<file path="config.mk">
export PLATFORM = sky130hd
export DESIGN_NAME = un_byte_striping_n
export DESIGN_NICKNAME = d
export VERILOG_FILES = /design/src/rtl/phy_rx_pkg.sv /design/src/rtl/un_byte_striping_n_lane_fifo.sv /design/src/rtl/un_byte_striping_n.sv
export SDC_FILE = /design/constraint.sdc
export NUM_CORES = 1
export LEC_CHECK = 0
export ABC_AREA = 0
export BUFFER_PORTS_ARGS = -buffer_cell sky130_fd_sc_hd__buf_2
export CORE_MARGIN = 3
export CORE_UTILIZATION = 47
export DETAILED_ROUTE_END_ITERATION = 10
export GPL_TIMING_DRIVEN = 0
export PLACE_DENSITY = 0.68
export SLEW_MARGIN = 15
export SYNTH_ARGS = -nofsm -noshare
export SYNTH_HDL_FRONTEND = slang
export SYNTH_SLANG_ARGS = --single-unit
export TNS_END_PERCENT = 30
</file>
<file path="constraint.sdc">
create_clock -name clock -period 2.6 [get_ports clock]
set_input_delay 0.52 -clock clock [delete_from_list [all_inputs] [get_ports clock]]
set_output_delay 0.52 -clock clock [all_outputs]
set_load 0.005 [all_outputs]
</file>
<file path="src/rtl/phy_rx_pkg.sv">
// Shared definitions for the receive-side PHY un-striper.
//   - FSM state encodings (2-bit)
//   - default lane count / word width / FIFO depth / skew limit
//   - clog2 helper, plus bits_for() which never returns a zero width
package phy_rx_pkg;

  localparam logic [1:0] ST_IDLE  = 2'd0;
  localparam logic [1:0] ST_ALIGN = 2'd1;
  localparam logic [1:0] ST_RUN   = 2'd2;
  localparam logic [1:0] ST_ERR   = 2'd3;

  localparam int LANES_DEF    = 2;
  localparam int WIDTH_DEF    = 32;
  localparam int DEPTH_DEF    = 4;
  localparam int SKEW_MAX_DEF = 8;

  function automatic int clog2(input int v);
    int r;
    r = 0;
    while ((1 << r) < v) r = r + 1;
    return r;
  endfunction

  // Width for an index or counter over v values; at least one bit.
  function automatic int bits_for(input int v);
    return (v > 1) ? clog2(v) : 1;
  endfunction

endpackage

</file>
<file path="src/rtl/un_byte_striping_n_lane_fifo.sv">
// lane_fifo: per-lane synchronous deskew FIFO.
// Ports:
//   clk, rst   clock, asynchronous active-high reset
//   i_push     write i_din (dropped when full unless popping this cycle)
//   i_pop      read the head word (ignored when empty)
//   i_flush    empty the FIFO; overrides push and pop
//   i_din      write data
//   o_dout     head word, valid when !o_empty
//   o_full     count == DEPTH
//   o_empty    count == 0
//   o_count    words held
module lane_fifo
  import phy_rx_pkg::*;
#(
  parameter int WIDTH = WIDTH_DEF,
  parameter int DEPTH = DEPTH_DEF
) (
  input  logic                       clk,
  input  logic                       rst,
  input  logic                       i_push,
  input  logic                       i_pop,
  input  logic                       i_flush,
  input  logic [WIDTH-1:0]           i_din,
  output logic [WIDTH-1:0]           o_dout,
  output logic                       o_full,
  output logic                       o_empty,
  output logic [clog2(DEPTH+1)-1:0]  o_count
);

  localparam int CW = clog2(DEPTH + 1);
  localparam int AW = bits_for(DEPTH);

  logic [WIDTH-1:0] r_mem [DEPTH];
  logic [AW-1:0]    r_rd, r_wr;
  logic [CW-1:0]    r_count;
  logic             w_push, w_pop;

  assign o_full  = (r_count == CW'(DEPTH));
  assign o_empty = (r_count == '0);
  assign o_count = r_count;
  assign o_dout  = r_mem[r_rd];

  assign w_pop  = i_pop && !o_empty;
  // A full FIFO still takes a word if the head leaves in the same cycle.
  assign w_push = i_push && (!o_full || w_pop);

  function automatic logic [AW-1:0] nxt(input logic [AW-1:0] p);
    return (p == AW'(DEPTH - 1)) ? '0 : p + 1'b1;
  endfunction

  always_ff @(posedge clk or posedge rst) begin
    if (rst) begin
      r_rd    <= '0;
      r_wr    <= '0;
      r_count <= '0;
    end else if (i_flush) begin
      r_rd    <= '0;
      r_wr    <= '0;
      r_count <= '0;
    end else begin
      if (w_push) r_wr <= nxt(r_wr);
      if (w_pop)  r_rd <= nxt(r_rd);
      case ({w_push, w_pop})
        2'b10:   r_count <= r_count + 1'b1;
        2'b01:   r_count <= r_count - 1'b1;
        default: r_count <= r_count;
      endcase
    end
  end

  // Storage needs no reset: emptiness is tracked by r_count alone.
  always_ff @(posedge clk) begin
    if (w_push && !i_flush) r_mem[r_wr] <= i_din;
  end

endmodule

</file>
<file path="src/rtl/un_byte_striping_n.sv">
// un_byte_striping_n: receive-side un-striper for LANES lanes.
// Each lane is buffered in its own lane_fifo; once every lane holds a word
// the lanes are drained round-robin (0..LANES-1) onto one output stream.
// Ports:
//   clock, reset   clock, asynchronous active-high reset
//   lane_data      lane i word at [i*WIDTH +: WIDTH]
//   lane_valid     per-lane write strobe
//   clear_err      synchronous clear of the sticky error flags
//   data_out       registered merged word (held while valid_out=0)
//   valid_out      registered output strobe
//   err_pulse      one cycle high on entry to the error state
//   err_skew       sticky: lane alignment / stall timeout
//   err_overflow   sticky: a lane wrote into a full FIFO
module un_byte_striping_n
  import phy_rx_pkg::*;
#(
  parameter int LANES    = LANES_DEF,
  parameter int WIDTH    = WIDTH_DEF,
  parameter int DEPTH    = DEPTH_DEF,
  parameter int SKEW_MAX = SKEW_MAX_DEF
) (
  input  logic                   clock,
  input  logic                   reset,
  input  logic [LANES*WIDTH-1:0] lane_data,
  input  logic [LANES-1:0]       lane_valid,
  input  logic                   clear_err,
  output logic [WIDTH-1:0]       data_out,
  output logic                   valid_out,
  output logic                   err_pulse,
  output logic                   err_skew,
  output logic                   err_overflow
);

  localparam int PW   = bits_for(LANES);
  localparam int CNTW = bits_for(SKEW_MAX);
  localparam int FCW  = clog2(DEPTH + 1);

  logic [1:0]                   r_state, w_state_nxt;
  logic [PW-1:0]                r_ptr, w_ptr_nxt, w_ptr_inc, w_sel;
  logic [CNTW-1:0]              r_cnt, w_cnt_nxt;
  logic [LANES-1:0]             w_pop, w_full, w_empty, w_ovf;
  logic [LANES-1:0][WIDTH-1:0]  w_head;
  logic [LANES-1:0][FCW-1:0]    w_fcnt;
  logic                         w_flush, w_pop_en, w_all_ne, w_all_empty;
  logic                         w_timeout, w_enter_err;

  for (genvar g = 0; g < LANES; g++) begin : g_lane
    lane_fifo #(.WIDTH(WIDTH), .DEPTH(DEPTH)) u_fifo (
      .clk     (clock),
      .rst     (reset),
      .i_push  (lane_valid[g]),
      .i_pop   (w_pop[g]),
      .i_flush (w_flush),
      .i_din   (lane_data[g*WIDTH +: WIDTH]),
      .o_dout  (w_head[g]),
      .o_full  (w_full[g]),
      .o_empty (w_empty[g]),
      .o_count (w_fcnt[g])
    );
    assign w_pop[g] = w_pop_en && (w_sel == PW'(g));
    // Writes in the flush cycle are discarded, not counted as overflow.
    assign w_ovf[g] = lane_valid[g] && w_full[g] && !w_pop[g] && !w_flush;
  end

  assign w_all_ne    = &(~w_empty);
  assign w_all_empty = ~|w_fcnt;
  assign w_timeout   = (r_cnt == CNTW'(SKEW_MAX - 1));
  assign w_ptr_inc   = (r_ptr == PW'(LANES - 1)) ? '0 : r_ptr + 1'b1;
  assign w_enter_err = (w_state_nxt == ST_ERR) && (r_state != ST_ERR);

  always_comb begin
    w_state_nxt = r_state;
    w_ptr_nxt   = r_ptr;
    w_cnt_nxt   = r_cnt;
    w_pop_en    = 1'b0;
    w_sel       = r_ptr;
    w_flush     = 1'b0;
    case (r_state)
      ST_IDLE, ST_ALIGN: begin
        if (w_all_ne) begin
          // Alignment reached: lane 0 goes out now, lane 1 is next.
          w_pop_en    = 1'b1;
          w_sel       = '0;
          w_ptr_nxt   = PW'(1);
          w_cnt_nxt   = '0;
          w_state_nxt = ST_RUN;
        end else if (r_state == ST_IDLE) begin
          if (!w_all_empty) begin
            w_cnt_nxt   = '0;
            w_state_nxt = ST_ALIGN;
          end
        end else if (w_timeout) begin
          w_state_nxt = ST_ERR;
        end else begin
          w_cnt_nxt = r_cnt + 1'b1;
        end
      end
      ST_RUN: begin
        if (!w_empty[r_ptr]) begin
          w_pop_en  = 1'b1;
          w_ptr_nxt = w_ptr_inc;
          w_cnt_nxt = '0;
        end else if (r_ptr == '0 && w_all_empty) begin
          // Round boundary with nothing buffered: stream has ended.
          w_cnt_nxt   = '0;
          w_state_nxt = ST_IDLE;
        end else if (w_timeout) begin
          w_state_nxt = ST_ERR;
        end else begin
          w_cnt_nxt = r_cnt + 1'b1;
        end
      end
      default: begin
        w_flush     = 1'b1;
        w_ptr_nxt   = '0;
        w_cnt_nxt   = '0;
        w_state_nxt = ST_IDLE;
      end
    endcase
  end

  always_ff @(posedge clock or posedge reset) begin
    if (reset) begin
      r_state      <= ST_IDLE;
      r_ptr        <= '0;
      r_cnt        <= '0;
      data_out     <= '0;
      valid_out    <= 1'b0;
      err_pulse    <= 1'b0;
      err_skew     <= 1'b0;
      err_overflow <= 1'b0;
    end else begin
      r_state   <= w_state_nxt;
      r_ptr     <= w_ptr_nxt;
      r_cnt     <= w_cnt_nxt;
      valid_out <= w_pop_en;
      if (w_pop_en) data_out <= w_head[w_sel];
      err_pulse    <= w_enter_err;
      // A new event in the same cycle as clear_err wins.
      err_skew     <= w_enter_err | (err_skew & ~clear_err);
      err_overflow <= (|w_ovf) | (err_overflow & ~clear_err);
    end
  end

endmodule

</file>
Word level (Yosys, flattened, before mapping) --
Memories as Yosys holds them, arrays and structs flattened. Cells that the tools add are included.
Word-level totals: memories kept 2, bits in writable memories 256, register bits after elaboration 56, word-level logic and storage cells 141, bits of input ports 69, bits in read-only memories 0, latch bits 0
Memory list:
- g_lane[0].u_fifo.r_mem | words 4, bits a word 32, rd ports 1, clocked after memory_dff 0, write ports 1, line un_byte_striping_n_lane_fifo.sv:33 | logic [WIDTH-1:0] r_mem [DEPTH];
- g_lane[1].u_fifo.r_mem | words 4, bits a word 32, rd ports 1, clocked after memory_dff 0, write ports 1, line un_byte_striping_n_lane_fifo.sv:33
Cells by class: $add $sub $neg 10, divide/modulo/power cells 0, mux-type cells 47, multiply operators 0, eq/ne operators 24, shift operators 0, reductions and logical operators 34, bitwise gates (word level) 8, $lt $le $gt $ge 2
Operators by type and width (number):
- 2-to-1 mux 32 bit | 2
- 2-to-1 mux 2 bit | 18
- 2-to-1 mux 3 bit | 8
- case mux 3 bit (2 select lines) | 3
- equality test 2 bit, second input constant | 8
- logical AND 1 bit | 16
- 2-to-1 mux 1 bit | 13
- adder 3 x 1 -> 3 bit, second input constant | 3
- equality test 3 bit, second input constant | 3
- adder 2 x 1 -> 2 bit, second input constant | 4
- != test 2 x 1 -> 1 bit, second input constant | 4
- zero test 1 bit | 7
- equality test 2 x 1 -> 1 bit, second input constant | 3
- zero test 3 bit | 2
- != test 2 bit, second input constant | 3
- != test 3 x 1 -> 1 bit, second input constant | 2
- OR reduction 6 bit | 1
- subtractor 3 x 1 -> 3 bit, second input constant | 2
- less-than comparator 1 x 2 -> 1 bit, second input constant | 2
- != test 4 bit, second input constant | 1
- case mux 1 bit (2 select lines) | 2
- case mux 2 bit (2 select lines) | 1
- AND reduction 2 bit | 2
- OR reduction 2 bit | 2
- 8 further kinds | 13

Depth between registers and ports, before layout --
depth in word-level cells 13, gate-level depth with buffers 10

Cells and area by module --
From an unflattened synthesis, not the netlist that was laid out.
Second synthesis, totals: cells, all modules 667, area, all modules 12507.0 µm²
Modules (own cells, without submodules):
- lane_fifo | cells an instance 231, area an instance 5185.0 µm², instances 2
- un_byte_striping_n | cells an instance 205, area an instance 2137.0 µm², instances 1

Least setup slack after synthesis --
OpenSTA, ideal clock, no wires.
kind register to register, start reg r_ptr, end reg g_lane[0].u_fifo.r_count[1], stages on the path, launching flop included 9, clock period less this slack 2.511 ns, arrival 2.417 ns, setup slack 0.089 ns, data required time 2.506 ns, cell sequence dfrtp_1 buf_2 o21a_1 nor3_2 buf_2 nand2_1 fa_1 a2111o_1 a221oi_2
Between the ends: longest elaborated chain between the ends 11, elaborated cells on any way between the ends 16, those cells by class 3 x eq/ne; 8 x mux; 1 x bitwise; 4 x reduce/logical
Ends and longest elaborated chain:
- from (decl) | line un_byte_striping_n.sv:39 | logic [PW-1:0] r_ptr, w_ptr_nxt, w_ptr_inc, w_sel;
- from (signal assigned) | line un_byte_striping_n.sv:134 | r_ptr <= w_ptr_nxt;
- 2-to-1 mux 1 bit (not written as such) (2 in series) | line un_byte_striping_n.sv:99 | if (!w_empty[r_ptr]) begin
- 2-to-1 mux 1 bit | line un_byte_striping_n.sv:99
- case mux 1 bit (2 select lines) | line un_byte_striping_n.sv:78 | case (r_state)
- logical AND 1 bit * | line un_byte_striping_n.sv:60 | assign w_pop[g] = w_pop_en && (w_sel == PW'(g));
- logical AND 1 bit * | line un_byte_striping_n_lane_fifo.sv:43 | assign w_pop = i_pop && !o_empty;
- logical OR 1 bit | line un_byte_striping_n_lane_fifo.sv:45 | assign w_push = i_push && (!o_full || w_pop);
- logical AND 1 bit | line un_byte_striping_n_lane_fifo.sv:45
- equality test 2 x 1 -> 1 bit / equality test 2 bit (equally long branches) | line un_byte_striping_n_lane_fifo.sv:63 | case ({w_push, w_pop})
- case mux 3 bit (2 select lines) | line un_byte_striping_n_lane_fifo.sv:63
- 2-to-1 mux 3 bit | line un_byte_striping_n_lane_fifo.sv:56 | end else if (i_flush) begin
- to (signal assigned) | line un_byte_striping_n_lane_fifo.sv:64 | 2'b10: r_count <= r_count + 1'b1;
- to (signal assigned) | line un_byte_striping_n_lane_fifo.sv:65 | 2'b01: r_count <= r_count - 1'b1;
- to (signal assigned) | line un_byte_striping_n_lane_fifo.sv:66 | default: r_count <= r_count;
- to (decl) | line un_byte_striping_n_lane_fifo.sv:35 | logic [CW-1:0] r_count;
Every way passes the cells marked *; elsewhere a longest branch is shown, timed or not. The select of a mux whose other input is x is not followed. A chain may end at the register's enable or synchronous reset.

Final worst setup path --
start reg r_ptr, end mem g_lane[0].u_fifo.r_mem[1][7] (netlist name), enable pin
Between the ends: longest elaborated chain between the ends 11, elaborated cells on any way between the ends 14, those cells by class 8 x mux; 1 x bitwise; 5 x reduce/logical
Ends and longest elaborated chain:
- 2-to-1 mux 1 bit (not written as such) (2 in series) | line un_byte_striping_n.sv:99
- 2-to-1 mux 1 bit | line un_byte_striping_n.sv:99
- case mux 1 bit (2 select lines) | line un_byte_striping_n.sv:78
- logical AND 1 bit * | line un_byte_striping_n.sv:60
- logical AND 1 bit * | line un_byte_striping_n_lane_fifo.sv:43
- logical OR 1 bit * | line un_byte_striping_n_lane_fifo.sv:45
- logical AND 1 bit * | line un_byte_striping_n_lane_fifo.sv:45
- logical AND 1 bit * | line un_byte_striping_n_lane_fifo.sv:73 | if (w_push && !i_flush) r_mem[r_wr] <= i_din;
- 2-to-1 mux 1 bit * | line un_byte_striping_n_lane_fifo.sv:73
- 2-to-1 mux 1 bit (not written as such) * | line un_byte_striping_n_lane_fifo.sv:73
- to (decl) | line un_byte_striping_n_lane_fifo.sv:33
Marked as above.

==> metrics.txt <==
Post-synth top flop edfxtp_1; die height around 170 um; Tightest Hold Check Type input pin to async pin; share of layout cells above drive strength 1 0.324; worst slew pin tran between 0.7 and 0.8 ns; final HPWL from detailed placement roughly 17000 um; Crit-path slowest cell and3_2; Cells after DPL 1067; Syn Nets roughly 700; Remaining Overflow, GRT 0; synthesized cell area ~12000 um2; distinct cell type count after synthesis 56; Final Hold Viols 0; First-pass DRT Iterations 5; post-layout min period approximately 2.5 ns; Vias/cell between 5 and 6; yosys warns 0; clock sink count 312; core area approximately 25000 um2; PortBufs 103; post-route ant nets 0; Register Area 9090 um2; Final period util 0.957; clk buf depth 3; total of max-cap violations 0; Clock Latency Late Sink between 0.5 and 0.6 ns; Finish-stage setup viols 0; largest net degree at the start of global routing 57; power density over the cells around 1200 nW/um2; vias in the first global route 7080; Async S/R FF share, synth 0.179; Initial Util 0.483; DRC viols 0; sequential share of the synthesized area 0.742; Worst setup SP type flop; Final Max Slew Viols 0; antenna violations before repair 9; GPL Wtd Cong 0.773; first-pass GRT wire length 41100 um; multi-input logic area 2960 um2; number of flops mapped to enable cells by yosys 256; root buf cell clkbuf_16; cell type with the largest total area after synthesis edfxtp_1; Fill cells approximately 2000; WL final between 20000 and 30000 um; die area between 20000 and 30000 um2; CTS HTree Levels 1; Crit Path Max Fanout 23; GRT Util Overall 0.189; P_leak roughly 5.2 nW; critical path class flop to flop; data arrival time of the worst path between 2 and 3 ns; status complete, no violations; CTS Buf Count 30; #FFs+latches synth 312; # rows 58; crit-path max cell delay ~0.45 ns; setup TNS 0 ns; number of I/O pins about 110; DR vias between 6000 and 7000; CP Buf/Inv Count 2; drt wl/cell around 23 um; headroom to the max-slew limit 0.485; # nets final approximately 850; CP Capture Type flop; Crit path max-delay family simple AND/OR/NAND/NOR gates; unrepaired setup endpoints after global routing no; CTS clk-pin slew, worst paths 0.06 ns; Fmax achieved 0.402 GHz; synth top area cells edfxtp_1 63%, mux4_2 12%, dfrtp_1 11%; top cell type's share of synthesized area 0.627; fin area between 10000 and 15000 um2; Clock Skew roughly 0.0076 ns; CP cell instances buf_2 -> o21a_1 -> o211ai_1 -> and2_1 -> and3_2 -> buf_12; Area after DPL 13400 um2; die width 167 um; syn_area_per_cell 19.6 um2; non-filler instance count after layout about 1100; synth-to-layout area growth 17.5%; drt initial violations about 550; CTS tree built; VDD IR-drop max approximately 0.63 mV; WHS about 0.12 ns; post-synthesis instance total about 630; WP data required 2.84 ns
[flip-flops by register name, indices dropped and copies added, names as in the netlist]
register,flops
g_lane.u_fifo.r_mem,256
data_out,32
g_lane.u_fifo.o_count,6
g_lane.u_fifo.r_rd,4
g_lane.u_fifo.r_wr,4
r_cnt,3
r_state,2
err_overflow,1
err_pulse,1
err_skew,1
r_ptr,1
valid_out,1
[cell usage in the layout (no fill, tap or decap), types with 15 or more instances in the layout]
cell / Yosys / routed
edfxtp_1: 256 / 256
buf_2: 12 / 114
mux4_2: 64 / 64
dfrtp_1: 56 / 56
and3_1: 36 / 32
a221o_1: 32 / 32
clkbuf_16: 0 / 30
clkbuf_1: 20 / 28
nor2_1: 15 / 15
[stage by stage]
| stage | util | power (mW) | setup WS, ns |
|---|---|---|---|
| 2_1_floorplan | - | 11.1 | 0.0890 |
| 3_3_place_gp | 0.519 | 12.7 | -0.622 |
| 3_5_place_dp | 0.526 | 13.1 | -0.561 |
| 4_1_cts | 0.567 | 17.6 | 0.0668 |
| 5_1_grt | 0.567 | 18.3 | 0.000582 |
| 6_report | 0.567 | 17.4 | 0.113 |
[synth_stat cells (2+ instances only)]
| cell | number |
|---|---|
| mux2i_1 | 5 |
| nand3_1 | 2 |
| edfxtp_1 | 256 |
| nor3_2 | 3 |
| dfrtp_1 | 56 |
| and2_1 | 7 |
| and3_1 | 36 |
| o21bai_1 | 2 |
| a221o_1 | 32 |
| nor2_1 | 15 |
| o31ai_1 | 2 |
| inv_1 | 13 |
| or3b_1 | 2 |
| buf_2 | 12 |
| o21ai_1 | 5 |
| nand2_1 | 10 |
| or3_1 | 5 |
| o211ai_1 | 2 |
| a211oi_1 | 3 |
| fa_1 | 2 |
| nor3_1 | 5 |
| o21ai_0 | 5 |
| nand2b_1 | 3 |
| a21oi_1 | 12 |
| mux4_2 | 64 |
| o22ai_1 | 3 |
| o21a_1 | 2 |
| clkbuf_1 | 20 |
| buf_6 | 4 |
| a31oi_1 | 2 |
| ha_1 | 11 |
[layout make-up]
type | instances | share of cell area
flip-flops and latches | 312 | 0.631
multi-input cells | 265 | 0.206
well taps | 330 | 0.0287
clock inverters | 15 | 0.0120
plain buffers | 36 | 0.0129
diodes | 3 | 0.000521
clock buffers | 41 | 0.0571
repair buffers | 114 | 0.0485
inverters | 13 | 0.00356
[logic make-up after synthesis]
logic type | Yosys count | synth area share
buf+inv | 49 | 0.0187
flops | 312 | 0.742
xor+xnor | 2 | 0.00143
compound gates | 82 | 0.0540
mux | 69 | 0.122
fa+ha+maj | 13 | 0.0145
simple gates | 99 | 0.0482
[worst register-to-register path, stage by stage, from the launching register on]
cell and delay, ns:
dfrtp_1 0.36, buf_2 0.17, o21a_1 0.28, o211ai_1 0.36
and2_1 0.28, and3_2 0.45, buf_12 0.25
[timing repair]
item,in CTS,in global routing
cloned,0,0
resized for setup,4,0
endpoints found under the hold margin,0,0
pin swaps,1,1
hold buffers,0,0
setup buffers,3,0
endpoints found under the setup margin,2,1
[where the power goes]
| part | switching, mW | leakage, nW | total [mW] | internal [mW] |
|---|---|---|---|---|
| sequential | 0.521 | 3.02 | 7.23 | 6.71 |
| combinational | 3.15 | 1.71 | 5.83 | 2.68 |
| clock | 1.80 | 0.474 | 4.32 | 2.52 |
[worst paths after layout]
kind,slack [ns],endpoint,startpoint,depth (start not counted)
max,0.11,g_lane[0].u_fifo.r_mem[1][7],r_ptr,6
min,0.12,data_out[17],reset,2
max reg2reg,0.11,g_lane[0].u_fifo.r_mem[1][7],r_ptr,6
min reg2reg,0.52,data_out[9],data_out[9],1
max in group asynchronous,1.97,data_out[0],reset,2
min in group clock,0.18,g_lane[0].u_fifo.r_mem[2][27],lane_data[27],1
[layer usage]
metal | up-vias | global-route usage | part of all wire
met4 | 14 | 0.0484 | 0.020
met3 | 52 | 0.0451 | 0.071
met2 | 220 | 0.317 | 0.50
li1 | 2875 | - | -
met1 | 3428 | 0.254 | 0.41
met5 | - | 0 | 0.0026
Power figures use the tool's default switching activity.
